### config.mk
export PLATFORM = sky130hd
export DESIGN_NAME = ascii_num_parser
export DESIGN_NICKNAME = d
export VERILOG_FILES = /design/src/rtl/ascii_num_parser.sv
export SDC_FILE = /design/constraint.sdc
export NUM_CORES = 1
export LEC_CHECK = 0
export BUFFER_PORTS_ARGS = -buffer_cell sky130_fd_sc_hd__buf_2
export CAP_MARGIN = 20
export CORE_ASPECT_RATIO = 2
export CORE_UTILIZATION = 55
export DETAILED_ROUTE_END_ITERATION = 8
export PLACE_DENSITY = 0.74
export SLEW_MARGIN = 20
export SYNTH_ARGS = -nofsm -noshare
export SYNTH_HDL_FRONTEND = slang
export SYNTH_SLANG_ARGS = --single-unit
### constraint.sdc
create_clock -name clk -period 12.5 [get_ports clk]
set_clock_uncertainty 0.2 [all_clocks]
set_input_delay 2.5 -clock clk [delete_from_list [all_inputs] [get_ports clk]]
set_output_delay 2.5 -clock clk [all_outputs]
set_load 0.05 [all_outputs]
### src/rtl/ascii_num_parser.sv
// ascii_num_parser: streams ASCII characters into a WIDTH-bit binary word with hex/decimal radix, optional 0x prefix, error and overflow flags
module ascii_num_parser #(
   parameter int WIDTH        = 32,
   parameter bit ALLOW_PREFIX = 1'b1
) (
   input  logic             clk,
   input  logic             rst_n,
   input  logic [7:0]       in_data_i,
   input  logic             in_valid_i,
   input  logic             in_last_i,
   output logic             in_ready_o,
   input  logic             mode_i,
   output logic [WIDTH-1:0] out_data_o,
   output logic [7:0]       out_digits_o,
   output logic             out_err_o,
   output logic             out_ovf_o,
   output logic             out_valid_o,
   input  logic             out_ready_i
);
   typedef enum logic [1:0] {S_IDLE, S_ACCUM, S_OUT} state_t;
   state_t state;
   logic [WIDTH-1:0] acc, b_acc, n_acc;
   logic [7:0] digits, b_dig, n_dig;
   logic err, ovf, mode, pfx;
   logic b_err, b_ovf, md, n_err, n_ovf;
   logic first, is_num, is_up, is_lo, is_dig, is_pfx, over;
   logic [3:0] dv;
   logic [WIDTH+3:0] wide;

   assign in_ready_o  = state != S_OUT;
   assign out_valid_o = state == S_OUT;

   // next word state for the character on in_data_i; the first beat of a word starts from cleared values
   always_comb begin
      first  = state == S_IDLE;
      md     = first ? mode_i : mode;
      b_acc  = first ? '0 : acc;
      b_dig  = first ? '0 : digits;
      b_err  = first ? 1'b0 : err;
      b_ovf  = first ? 1'b0 : ovf;
      is_num = in_data_i >= 8'h30 && in_data_i <= 8'h39;
      is_up  = in_data_i >= 8'h41 && in_data_i <= 8'h46;
      is_lo  = in_data_i >= 8'h61 && in_data_i <= 8'h66;
      dv     = is_num ? 4'(in_data_i - 8'h30) : is_up ? 4'(in_data_i - 8'h37) : 4'(in_data_i - 8'h57);
      is_dig = is_num | (!md & (is_up | is_lo));
      is_pfx = ALLOW_PREFIX && !md && !first && pfx && (in_data_i == 8'h78 || in_data_i == 8'h58);
      wide   = md ? {4'b0, b_acc} * (WIDTH+4)'(10) + (WIDTH+4)'(dv) : {b_acc, dv};
      over   = b_ovf | (|wide[WIDTH+3:WIDTH]);
      n_acc  = is_pfx ? '0 : !is_dig ? b_acc : over ? '1 : wide[WIDTH-1:0];
      n_dig  = is_pfx ? '0 : (is_dig && b_dig != 8'hFF) ? b_dig + 8'd1 : b_dig;
      n_err  = b_err | (!is_dig & !is_pfx);
      n_ovf  = b_ovf | (is_dig & over);
   end

   // word FSM: accumulate beats, publish the result on the last one, hold it until the handshake
   always_ff @(posedge clk or negedge rst_n) begin
      if (!rst_n) begin
         state        <= S_IDLE;
         acc          <= '0;
         digits       <= '0;
         err          <= 1'b0;
         ovf          <= 1'b0;
         mode         <= 1'b0;
         pfx          <= 1'b0;
         out_data_o   <= '0;
         out_digits_o <= '0;
         out_err_o    <= 1'b0;
         out_ovf_o    <= 1'b0;
      end else if (state == S_OUT) begin
         if (out_ready_i) state <= S_IDLE;
      end else if (in_valid_i) begin
         acc    <= n_acc;
         digits <= n_dig;
         err    <= n_err;
         ovf    <= n_ovf;
         mode   <= md;
         pfx    <= first && in_data_i == 8'h30;
         state  <= in_last_i ? S_OUT : S_ACCUM;
         if (in_last_i) begin
            out_data_o   <= n_acc;
            out_digits_o <= n_dig;
            out_err_o    <= n_err | (n_dig == 8'd0);
            out_ovf_o    <= n_ovf;
         end
      end
   end
endmodule

After elaboration in Yosys (flattened, before gate mapping) --
Index checks and enable logic that the tools add are counted.
Storage, ports and cells: register bits 88, input port bits 14, output and inout bits 44, word-level logic and storage cells 77
Operators by class: $add $sub $neg 5, multipliers 1, $lt $le $gt $ge 6, eq/ne operators 7, mux-type cells 17, bitwise operators 10, reduce and logical (&&, ||, !) cells 20
Operators by type and width (number):
- $mux 32 | 4
- $add 36x4->36 | 1
- $mux 36 | 1
- $mul 32x3->35 const B | 1
- $mux 8 | 3
- $eq 8x7->1 const B | 2
- $ge 8x7->1 const B | 2
- $le 8x7->1 const B | 2
- $add 8x1->8 const B | 1
- $eq 8x6->1 const B | 1
- $ge 8x6->1 const B | 1
- $le 8x6->1 const B | 1
- $logic_and 1x1->1 | 8
- $logic_not 8->1 | 1
- $mux 2 | 4
- $mux 4 | 2
- $ne 8x8->1 const B | 1
- $sub 4x3->4 const B | 2
- $or 1x1->1 | 6
- $logic_not 1->1 | 4
- $reduce_and 2->1 | 2
- $reduce_or 4->1 | 1
- $sub 4x1->4 const B | 1
- $and 1x1->1 | 3
- other kinds (9) | 11

Logic depth before layout (Yosys ltp) --
depth in word-level cells 11, depth in mapped cells 22

Least setup slack after synthesis --
Ideal clock, no wire load.
path type input-to-reg, start in in_data_i[1], end reg out_data_o[1], data arrival time 6.252 ns, data required time 12.168 ns, setup slack 5.916 ns, stages 20, path through inv_1 -> ha_1 -> nor2_1 -> o21a_1 -> nor2_1 -> nor2b_1 -> xor2_1 -> ha_1 -> clkbuf_1 -> nand4_1 -> and3_1 -> clkbuf_1 -> or4b_1 -> buf_2 -> or2_4 -> nor4b_2 -> a211oi_2 -> buf_6 -> o41ai_2 -> o21ai_1
Between the ends: longest elaborated chain between the ends 11, elaborated cells between the ends (all ways) 28, those cells by class add/sub (4); order compare (6); eq/ne (2); mux (6); bitwise (4); reduce/logical (6)
Ends and longest elaborated chain:
- start, declared | RTL line 8 | input logic [7:0] in_data_i,
- $ge 8x7->1 or $le 8x7->1 (tied branches) | RTL line 42 | is_up = in_data_i >= 8'h41 && in_data_i <= 8'h46;
- $logic_and 1x1->1 | RTL line 42
- $mux 4 (2 in series) | RTL line 44 | dv = is_num ? 4'(in_data_i - 8'h30) : is_up ? 4'(in_data_i - 8'h37) : 4'(in_data_i - 8'h57);
- $add 36x4->36 | RTL line 47 | wide = md ? {4'b0, b_acc} * (WIDTH+4)'(10) + (WIDTH+4)'(dv) : {b_acc, dv};
- $mux 36 | RTL line 47
- $reduce_or 4->1 | RTL line 48 | over = b_ovf | (|wide[WIDTH+3:WIDTH]);
- $or 1x1->1 | RTL line 48
- $mux 32 (2 in series) | RTL line 49 | n_acc = is_pfx ? '0 : !is_dig ? b_acc : over ? '1 : wide[WIDTH-1:0];
- $mux 32 * | RTL line 49
- end signal, assigned | RTL line 80 | out_data_o <= n_acc;
- end, declared | RTL line 13 | output logic [WIDTH-1:0] out_data_o,
Every way passes the cells marked *; elsewhere a longest branch is shown, timed or not. A chain may end at the register's enable or synchronous reset.

Final worst setup path --
start in in_data_i[1], end reg out_data_o[23]
Same word-level chain as after synthesis.

==> results_dict.tcl <==
set metrics [dict create \
    run_status "complete, no violations" \
    nets 1168 \
    critPathMaxFanout 32 \
    coreArea_um2 14900 \
    max_freq_mhz 147 \
    number_of_resized_instances_in_the_post_cts_repair_step 0 \
    final_hpwl_from_detailed_placement_mm 19.4 \
    timing_worst_setup_path_type "in2reg" \
    ys_seq_area_frac 0.262 \
    timing.critical_path.to_type "flip-flop" \
    detail_route.first_pass.iterations 5 \
    wirelength_mm 26.0 \
    synth_top_flop_cell "sky130_fd_sc_hd__dfrtp_1" \
    tritoncts.num_buffers 9 \
    detail_route.drc_violations 0 \
    dieHeight_um 177 \
    clock-sinks 88 \
    grt_max_degree 76 \
    grt_pass1_vias 8179 \
    max-clock-path-buffers 2 \
    cts_setup_buffers 0 \
    critical_path_required_time_ns 12.53 \
    synthToLayoutAreaGrowth_pct 6.49 \
    report.final.slew_viol_count 0 \
    mappedNetlistNets 1182 \
    floorplan.rows 63 \
    final_cell_count_no_fill 1310 \
    synth.area.top_cells "sky130_fd_sc_hd__dfrtp_1, sky130_fd_sc_hd__nand2_1, sky130_fd_sc_hd__ha_1" \
    grt_pass1_wl_mm 42.1 \
    final_min_period_over_clock_period 0.544 \
    final.min_clock_period_ns 6.80 \
    design.portCount 58 \
    average_via_count_per_standard_cell 6.45 \
    final-setup-viol-count 0 \
    final_cell_mix "sky130_fd_sc_hd__nand2_1, sky130_fd_sc_hd__nor2_1, sky130_fd_sc_hd__dfrtp_1, sky130_fd_sc_hd__a21oi_1, sky130_fd_sc_hd__o21ai_0" \
    wl_per_cell_um 19.9 \
    timing.critical_path.from_type "primary input" \
    power.leakage_nw 3.84 \
    cts-hold-fix-buffers 0 \
    worst_slew_margin_rel 0.384 \
    die-width_um 89.3 \
    synth.cell_area_um2 8390 \
    dr_total_vias 8452 \
    r2r_slack_ns 5.95 \
    synth.lib_cells_used.distinct 83 \
    yosysTopAreaCell "sky130_fd_sc_hd__dfrtp_1" \
    max_cap_violations 0 \
    yosys_warnings 0 \
    cp_data_arrival_time_ns 6.84 \
    layout_cell_share_with_drive_strength_beyond_1 0.110 \
    cts.htree.levels 3 \
    actual_slew_at_the_worst_max_slew_pin_ns 0.924 \
    number_of_antenna_repair_diodes 0 \
    start_util 0.563 \
    post-synth-top-area-fraction 0.262 \
    antenna_violations_before_repair 0 \
    finalHoldViolations 0 \
    worstSkewPairLatency_ns 0.35 \
    pwr_density_cell_nw_per_um2 234 \
    cts.root.buffer_cell "sky130_fd_sc_hd__clkbuf_16" \
    holdCritPathClass "reg2reg" \
    clock_tree_from_tritoncts "done" \
    finalWeightedCongestion 0.924 \
    layout_commonest_cell "sky130_fd_sc_hd__nand2_1" \
    portBuffers 57 \
    layout.core_utilization 0.600 \
    overall_global_routing_resource_usage 0.352 \
    post_synthesis_area_per_instance_um2 7.46 \
    post-place-cells 1294 \
    grt_setup_unrepaired "no" \
    synth_async_sr_flop_share 1.00 \
    final_global_route_overflow_total 0 \
    die_area_um2 15800 \
    synth-edff-count 0 \
    worst_ir_drop_vdd_mv 0.139 \
    finalSetupTns_ns 0 \
    yosys_register_bits 88 \
    cts.reportedPaths.clkPinSlew_ns 0.07 \
    power_w 0.00209 \
    netlist_instances 1124 \
    initialDrtViolationCount 778 \
    ant_nets 0 \
]
==> flip-flops by register name, indices dropped and copies added, names as in the netlist <==
register and count:
out_data_o 32, out_err_o 1, state 2, err 1
out_ovf_o 1, pfx 1, out_digits_o 8, ovf 1
mode 1, digits 8, acc 32
==> per-layer routing <==
metal,vias to the layer above,routed length [um],track usage
met2,365,13200,0.596
li1,4025,-,-
met4,0,2100,0.263
met1,3941,9400,0.385
met5,-,0,0
met3,121,1280,0.0499
==> worst paths after layout <==
path | startpoint | end | cells past startpoint
min reg2reg | out_digits_o[4]$_DFFE_PN0P_ | out_digits_o[4]$_DFFE_PN0P_ | 2
max | in_data_i[1] | out_data_o[23]$_DFFE_PN0P_ | 18
min | out_digits_o[4]$_DFFE_PN0P_ | out_digits_o[4]$_DFFE_PN0P_ | 2
min in group asynchronous | rst_n | out_data_o[14]$_DFFE_PN0P_ | 1
max in group asynchronous | rst_n | out_data_o[28]$_DFFE_PN0P_ | 2
max reg2reg | state[1]$_DFFE_PN0P_ | acc[21]$_DFFE_PN0P_ | 16
==> Yosys cell counts (all sizes together) (4+ instances only) <==
cell and instances:
a311oi 5, and2 14, a31oi 9, o211ai 6, nand2b 10, a21oi 85, xor2 20, or2 4
a22oi 6, and3 32, nor4b 5, o31ai 32, a41oi 6, a21o 10, nor2 101, inv 16
or3 5, nand2 174, dfrtp 88, clkbuf 77, nor4 18, buf 18, o21a 4, o21ai 127
nand3 25, and4 6, nor3 25, nor2b 4, xnor2 52, ha 43, nand4 20, a211oi 11
or4 4, a221oi 5, o41ai 7
==> power by group <==
group          total (W)  switching, W  internal [W]
Combinational    0.00133      0.000902      0.000430
Sequential      0.000500      0.000125      0.000375
Clock           0.000258      0.000117      0.000141
==> area by class of cell <==
class / instances / area [um^2]
Clock buffer: 12 / 246
Clock inverter: 4 / 28.8
Fill cell: 1401 / 5960
Inverter: 16 / 60.1
Multi-Input combinational cell: 925 / 5770
Sequential cell: 88 / 2200
Tap cell: 195 / 244
Timing Repair Buffer: 70 / 385
==> logic make-up after synthesis <==
| family | count (synthesis) | synth area share |
|---|---|---|
| AND/OR/NAND/NOR | 459 | 0.270 |
| AO/OA/AOI/OAI | 343 | 0.263 |
| buffers and inverters | 111 | 0.0540 |
| flip-flops | 88 | 0.262 |
| XOR/XNOR | 72 | 0.0752 |
| adder cells (fa/ha/maj) | 45 | 0.0677 |
| multiplexers | 6 | 0.00761 |
==> worst max-delay path, stage by stage <==
cell	delay (ns)
sky130_fd_sc_hd__buf_2	0.12
sky130_fd_sc_hd__inv_1	0.08
sky130_fd_sc_hd__ha_1	0.17
sky130_fd_sc_hd__nor2_1	0.06
sky130_fd_sc_hd__o21a_1	0.16
sky130_fd_sc_hd__nor2_1	0.30
sky130_fd_sc_hd__nor2b_1	0.11
sky130_fd_sc_hd__xor2_1	0.17
sky130_fd_sc_hd__ha_1	0.41
sky130_fd_sc_hd__nand4_1	0.10
sky130_fd_sc_hd__and3_1	0.27
sky130_fd_sc_hd__or4b_1	0.70
sky130_fd_sc_hd__or2_4	0.31
sky130_fd_sc_hd__nor4b_2	0.36
sky130_fd_sc_hd__a211oi_4	0.10
sky130_fd_sc_hd__buf_4	0.28
sky130_fd_sc_hd__o31a_1	0.35
sky130_fd_sc_hd__mux2_2	0.27
==> per-stage QoR <==
step / area (um^2) / hold WS, ns / worst slack, ns
2_1_floorplan: 8390 / 0.240 / 5.92
3_3_place_gp: 8650 / 0.254 / 5.49
3_5_place_dp: 8650 / 0.259 / 5.35
4_1_cts: 8930 / 0.275 / 5.71
5_1_grt: 8930 / 0.310 / 5.36
6_report: 8930 / 0.271 / 5.70
No activity file was read; power rests on OpenSTA's default activity.
